### src/rtl/char_text_buffer_pkg.sv
// Shared types and message constants for the character text buffer.
// Messages are stored index 0 = first character; unused slots hold spaces.
package char_text_buffer_pkg;

  typedef enum logic [1:0] {CLEAR, WRITE, IDLE, SHOWN} text_state_t;
  typedef enum logic [1:0] {SEL_NONE, SEL_P1, SEL_P2, SEL_DRAW} sel_t;

  localparam logic [6:0] CHAR_SPACE = 7'h20;

  typedef struct packed {
    logic [15:0][6:0] text;
    logic [4:0]       len;
  } msg_t;

  localparam msg_t MSG_NONE = '{text: {16{CHAR_SPACE}}, len: 5'd0};

  // "PLAYER 1 WINS"
  localparam msg_t MSG_P1 = '{
    text: {{3{CHAR_SPACE}}, 7'h53, 7'h4E, 7'h49, 7'h57, CHAR_SPACE, 7'h31,
           CHAR_SPACE, 7'h52, 7'h45, 7'h59, 7'h41, 7'h4C, 7'h50},
    len: 5'd13};

  // "PLAYER 2 WINS"
  localparam msg_t MSG_P2 = '{
    text: {{3{CHAR_SPACE}}, 7'h53, 7'h4E, 7'h49, 7'h57, CHAR_SPACE, 7'h32,
           CHAR_SPACE, 7'h52, 7'h45, 7'h59, 7'h41, 7'h4C, 7'h50},
    len: 5'd13};

  // "DRAW"
  localparam msg_t MSG_DRAW = '{
    text: {{12{CHAR_SPACE}}, 7'h57, 7'h41, 7'h52, 7'h44},
    len: 5'd4};

  function automatic sel_t sel_decode(input logic p1, input logic p2);
    case ({p1, p2})
      2'b10:   return SEL_P1;
      2'b01:   return SEL_P2;
      2'b11:   return SEL_DRAW;
      default: return SEL_NONE;
    endcase
  endfunction

  function automatic msg_t msg_lookup(input sel_t sel);
    case (sel)
      SEL_P1:   return MSG_P1;
      SEL_P2:   return MSG_P2;
      SEL_DRAW: return MSG_DRAW;
      default:  return MSG_NONE;
    endcase
  endfunction

endpackage

### src/rtl/char_text_buffer_font_rom.sv
// 2048 x 8 synchronous glyph ROM addressed by {code, line}; read stage 2.
// Glyphs are 8x8 drawn on lines 4..11; control codes, space and DEL are blank.
module font_rom (
  input  logic        clk,
  input  logic        rst_n,
  input  logic [10:0] addr,
  output logic [7:0]  data
);

  function automatic logic [63:0] glyph(input logic [6:0] c);
    logic [63:0] g;
    g = 64'hFF8181818181FF00;
    case (c)
      7'h31: g = 64'h1838181818187E00;
      7'h32: g = 64'h3C66060C30607E00;
      7'h41: g = 64'h183C66667E666600;
      7'h44: g = 64'h786C6666666C7800;
      7'h45: g = 64'h7E60607C60607E00;
      7'h49: g = 64'h3C18181818183C00;
      7'h4C: g = 64'h6060606060607E00;
      7'h4E: g = 64'h66767E7E6E666600;
      7'h50: g = 64'h7C66667C60606000;
      7'h52: g = 64'h7C66667C786C6600;
      7'h53: g = 64'h3C66603C06663C00;
      7'h57: g = 64'h6363636B7F776300;
      7'h59: g = 64'h6666663C18181800;
      default: if (c <= 7'h20 || c == 7'h7F) g = 64'h0;
    endcase
    return g;
  endfunction

  logic [6:0]  code;
  logic [3:0]  line;
  logic [63:0] bits;
  logic [2:0]  row;
  logic [5:0]  lsb;
  logic [7:0]  row_data;

  assign code     = addr[10:4];
  assign line     = addr[3:0];
  assign bits     = glyph(code);
  assign row      = 3'(line - 4'd4);
  assign lsb      = {3'd7 - row, 3'b000};
  assign row_data = (line >= 4'd4 && line <= 4'd11) ? bits[lsb +: 8] : 8'h00;

  always_ff @(posedge clk) begin
    if (!rst_n) data <= 8'h00;
    else        data <= row_data;
  end

endmodule

### src/rtl/char_text_buffer.sv
// 16x16 character grid with 2-cycle glyph read path and an end-of-game
// message sequencer.  state | meaning: CLEAR fill grid with spaces,
// WRITE place message, IDLE no message, SHOWN message on screen.
module char_text_buffer
  import char_text_buffer_pkg::*;
#(
  parameter int MSG_ROW = 7,
  parameter int MSG_COL = 2
) (
  input  logic       clk,
  input  logic       rst_n,
  input  logic       endgame,
  input  logic       endgame2,
  input  logic [7:0] char_xy,
  input  logic [3:0] char_line,
  output logic [7:0] char_pixel,
  output logic       busy,
  output logic       msg_shown
);

  text_state_t state, state_next;
  sel_t        sel, sel_latched;
  msg_t        msg;
  logic [7:0]  cnt, cnt_next;
  logic        last_write;
  logic        we, busy_next, shown_next;
  logic [7:0]  waddr;
  logic [6:0]  wdata;
  logic [6:0]  grid [256];
  logic [6:0]  code;
  logic [3:0]  line;

  assign sel        = sel_decode(endgame, endgame2);
  assign msg        = msg_lookup(sel_latched);
  assign last_write = (cnt == ({3'b000, msg.len} - 8'd1));

  always_ff @(posedge clk) begin
    if (!rst_n) begin
      state       <= CLEAR;
      cnt         <= '0;
      sel_latched <= SEL_NONE;
      busy        <= 1'b0;
      msg_shown   <= 1'b0;
    end else begin
      state     <= state_next;
      cnt       <= cnt_next;
      busy      <= busy_next;
      msg_shown <= shown_next;
      if (state == CLEAR && cnt == 8'hFF) sel_latched <= sel;
    end
  end

  always_comb begin
    state_next = state;
    cnt_next   = cnt;
    case (state)
      CLEAR: begin
        cnt_next = cnt + 8'd1;
        if (cnt == 8'hFF) state_next = (sel != SEL_NONE) ? WRITE : IDLE;
      end
      WRITE: begin
        if (last_write) begin
          state_next = SHOWN;
          cnt_next   = '0;
        end else begin
          cnt_next = cnt + 8'd1;
        end
      end
      IDLE:    if (sel != SEL_NONE) state_next = CLEAR;
      SHOWN:   if (sel != sel_latched) state_next = CLEAR;
      default: state_next = CLEAR;
    endcase
  end

  // Column wraps in 4 bits so long messages fold back to the row start.
  always_comb begin
    we         = 1'b0;
    waddr      = cnt;
    wdata      = CHAR_SPACE;
    busy_next  = (state == CLEAR) || (state == WRITE);
    shown_next = (state == SHOWN);
    case (state)
      CLEAR: we = 1'b1;
      WRITE: begin
        we    = 1'b1;
        waddr = {4'(MSG_COL) + cnt[3:0], 4'(MSG_ROW)};
        wdata = msg.text[cnt[3:0]];
      end
      default: ;
    endcase
  end

  always_ff @(posedge clk) begin
    if (rst_n && we) grid[waddr] <= wdata;
  end

  always_ff @(posedge clk) begin
    if (!rst_n) begin
      code <= '0;
      line <= '0;
    end else begin
      code <= grid[char_xy];
      line <= char_line;
    end
  end

  font_rom u_font_rom (
    .clk   (clk),
    .rst_n (rst_n),
    .addr  ({code, line}),
    .data  (char_pixel)
  );

endmodule

### config.mk
export PLATFORM = sky130hd
export DESIGN_NAME = char_text_buffer
export DESIGN_NICKNAME = d
export VERILOG_FILES = /design/src/rtl/char_text_buffer_pkg.sv /design/src/rtl/char_text_buffer_font_rom.sv /design/src/rtl/char_text_buffer.sv
export SDC_FILE = /design/constraint.sdc
export NUM_CORES = 2
export LEC_CHECK = 0
export CORE_UTILIZATION = 68
export CTS_BUF_LIST = sky130_fd_sc_hd__clkbuf_16
export CTS_CLUSTER_SIZE = 16
export DETAILED_ROUTE_END_ITERATION = 12
export GPL_ROUTABILITY_DRIVEN = 0
export PLACE_DENSITY = 0.87
export REMOVE_ABC_BUFFERS = 1
export SYNTH_ARGS = -nofsm -noshare
export SYNTH_HDL_FRONTEND = slang
export SYNTH_SLANG_ARGS = --single-unit
### constraint.sdc
create_clock -name clk -period 27.5 [get_ports clk]
set_input_delay 5.5 -clock clk [delete_from_list [all_inputs] [get_ports clk]]
set_output_delay 5.5 -clock clk [all_outputs]
set_load 0.02 [all_outputs]
==> summary.txt <==
Clocking
  – Reg clk slew, reported paths: 0.06 ns
  – Post-CTS Hold Fix Bufs: 0
  – Max clock buf depth: 3
  – H-tree levels: 4
  – Post-CTS setup buffer count: 0
  – TritonCTS Sinks: 1825
  – Post-CTS Resized: 0
  – CTS root buffer: clkbuf_16
  – Worst-skew pair later-pin latency: 0.81 ns
  – TritonCTS clock tree: built
  – CTS buffer count: 172

Status
  – Status: complete, but fails checks
  – Failing checks: max-capacitance violations, max-slew violations

STA
  – RSZ-0062 raised after global routing: no
  – TNS Setup: 0 ns
  – Worst slew pin tran: 1.474 ns
  – Ratio of final minimum period to clock period: 35.92%
  – Final hold violation count: 0
  – Final slew viol count: 1
  – Max_slew headroom: -0.7922%
  – FMAX: 101.2 MHz
  – Clk_skew: 0.03349 ns
  – Tmin final: 9.878 ns
  – Finish-stage setup viols: 0

Route
  – DRT Pass-1 Iters: 6
  – Total Wirelength: 193700 um
  – Via-to-Cell Ratio: 7.541
  – DRT iter0 DRCs: 6950
  – Routed vias: 41.17k
  – Post-route ant nets: 0
  – DRC violation count after routing: 0
  – Wirelength per Cell: 35.48 um

Setup path
  – Arrival time at the worst endpoint: 10.59 ns
  – CP Capture Type: flop
  – Crit path launch type: input port
  – Critical path class: input port to flop
  – Reg2Reg Setup Slack: 22.93 ns
  – Req. time, crit path: 28.21 ns
  – CP Max Fanout: 84

Die
  – Die Height: 330.2 um
  – # IOs: 26
  – Core area: 106900 sq um
  – Initial Util: 68.53%
  – Row count: 120
  – Die X: 330.2 um
  – Die area: 109000 sq um

Synth
  – Dominant cell type by area after synthesis: edfxtp_1
  – Ranking of synthesized cells by area: edfxtp_1, mux4_2, mux2i_1
  – Top-count cell post-synth: edfxtp_1
  – Syn_area_per_cell: 18.76 sq um
  – Cell Area, Synth: 73260 sq um
  – Yosys cell types: 74
  – Seq/Total Area, Yosys: 74.36%
  – Area fraction of the dominant cell type after synthesis: 73.46%
  – Mapped Cells: 3904
  – Yosys reg bits: 1825
  – Top_reg_cell synth: edfxtp_1
  – YS warnings: 0
  – Synth top cells by count: edfxtp_1, nor2_1, mux4_2, mux2i_1, nand2_1
  – Number of synthesized flops with an enable pin: 1792
  – Ys async rst share: 0%

Place
  – Placed cell count: 5139
  – Input/output buffers: 25
  – HPWL Detailed: 104600 um

Global route
  – Vias in the first global route: 41.38k
  – GR Overflow Total: 0
  – Global-route wire length before repair: 278300 um
  – Initial antenna violation count: 10
  – Tot GR Track Use: 36.10%
  – Pin count of the biggest net entering global routing: 257

Final layout
  – Finished Core Util: 74.62%
  – Area growth, synth to finish: 8.885%
  – Final net count: 3938
  – Share of cells above drive strength 1: 17.07%
  – Finished Layout Cells: 5459

Pwr
  – Pwr per Cell Area: 69.95 nW/um^2
  – Combinational Power Share: 3.7%
  – Power Total: 0.005580 W
  – Internal power: 0.004376 W
  – Sequential Power Share: 54.1%
  – Pleak: 25.70 nW
  – Clk pwr share: 42.2%
  – Worst vdd ir: 57.55 uV
  – P_sw: 0.001203 W
  – Switching share of power: 21.57%

Worst hold path
  – HP Class: flop to flop

Flow run
  – Max_cap viols: 2
## area by class of cell
cell class	instances	area (sq um)
antenna	3	7.507
clock buffer	174	4354
clock inverter	142	1136
fill	5301	27140
inverter	15	57.56
multi-input combinational	1809	17190
sequential	1825	54470
tap	1403	1755
timing repair buffer	88	789.5
## cells by family after synthesis
family	synth area share [%]
buf+inv	2.324
fa+ha+maj	0.1879
xor+xnor	0.1315
mux	14.11
compound gates	4.263
simple gates	4.630
flops	74.36
## power groups by stage
stage,sequential [W],clock (W),combinational [W]
floorplan,0.00308,0,0.0000968
global placement,0.00308,0,0.000192
detailed placement,0.00308,0,0.000196
CTS,0.00302,0.00234,0.000200
global route,0.00302,0.00244,0.000212
finish,0.00302,0.00235,0.000207
## cells in the final DEF, fill, tap and decap left out, types with 11 or more instances in the layout
cell type,n
a21oi_1,57
mux4_2,342
nand2_1,130
nor2b_1,29
nor3_1,72
nand2b_1,12
and2_1,11
o21ai_0,81
a2111oi_0,23
nor4_1,16
dfxtp_1,33
clkinv_1,37
inv_1,46
o22ai_1,37
or3_1,11
o31ai_1,14
clkinv_2,35
bufinv_16,15
nand3_1,65
nor2_1,353
a31oi_1,11
o211ai_1,12
ha_1,11
clkbuf_16,174
edfxtp_1,1792
buf_4,57
mux2i_1,237
o221ai_1,63
a211oi_1,28
a22oi_1,52
clkdlybuf4s50_1,21
## worst paths after layout
| path | start | to | depth (start not counted) |
|---|---|---|---|
| worst min register to register | line[3] | u_font_rom.data[7] | 3 |
| worst max register to register | sel_latched[0] | grid[77][4] | 9 |
| worst min-delay path | line[3] | u_font_rom.data[7] | 3 |
| worst max-delay path | char_xy[0] | code[1] | 9 |
## per-stage QoR
step           instance area, sq um  hold slack [ns]  worst slack (ns)
2_1_floorplan                 71610           0.5562             12.32
3_5_place_dp                  74260           0.6022             17.32
3_3_place_gp                  74260           0.5907             17.36
5_1_grt                       79760           0.6746             17.56
4_1_cts                       79750           0.6204             18.02
6_report                      79770           0.6213             17.62
## layer usage
| metal | part of all wire (%) | wire [um] | vias up | global-route usage [%] |
|---|---|---|---|---|
| met5 | 0.058 | 113 | - | 0 |
| met4 | 7.6 | 14630 | 12 | 23.46 |
| met3 | 13 | 25200 | 916 | 9.488 |
| met2 | 48 | 92320 | 3911 | 56.52 |
| met1 | 32 | 61450 | 20370 | 45.23 |
| li1 | - | - | 15960 | - |
## critical path, stage by stage
cell	delay, ns
buf_8	0.67
buf_4	0.87
buf_4	0.77
mux2i_1	0.29
o221ai_2	0.29
nor3_1	0.11
a2111oi_0	1.21
o21ai_1	0.37
o31ai_1	0.32
## flip-flops by register name, summed over array words and instances (netlist names)
signal / cells
busy: 1
cnt: 8
code: 7
grid: 1792
line: 4
msg_shown: 1
sel_latched: 2
state: 2
u_font_rom.data: 8
Power figures use the tool's default switching activity.
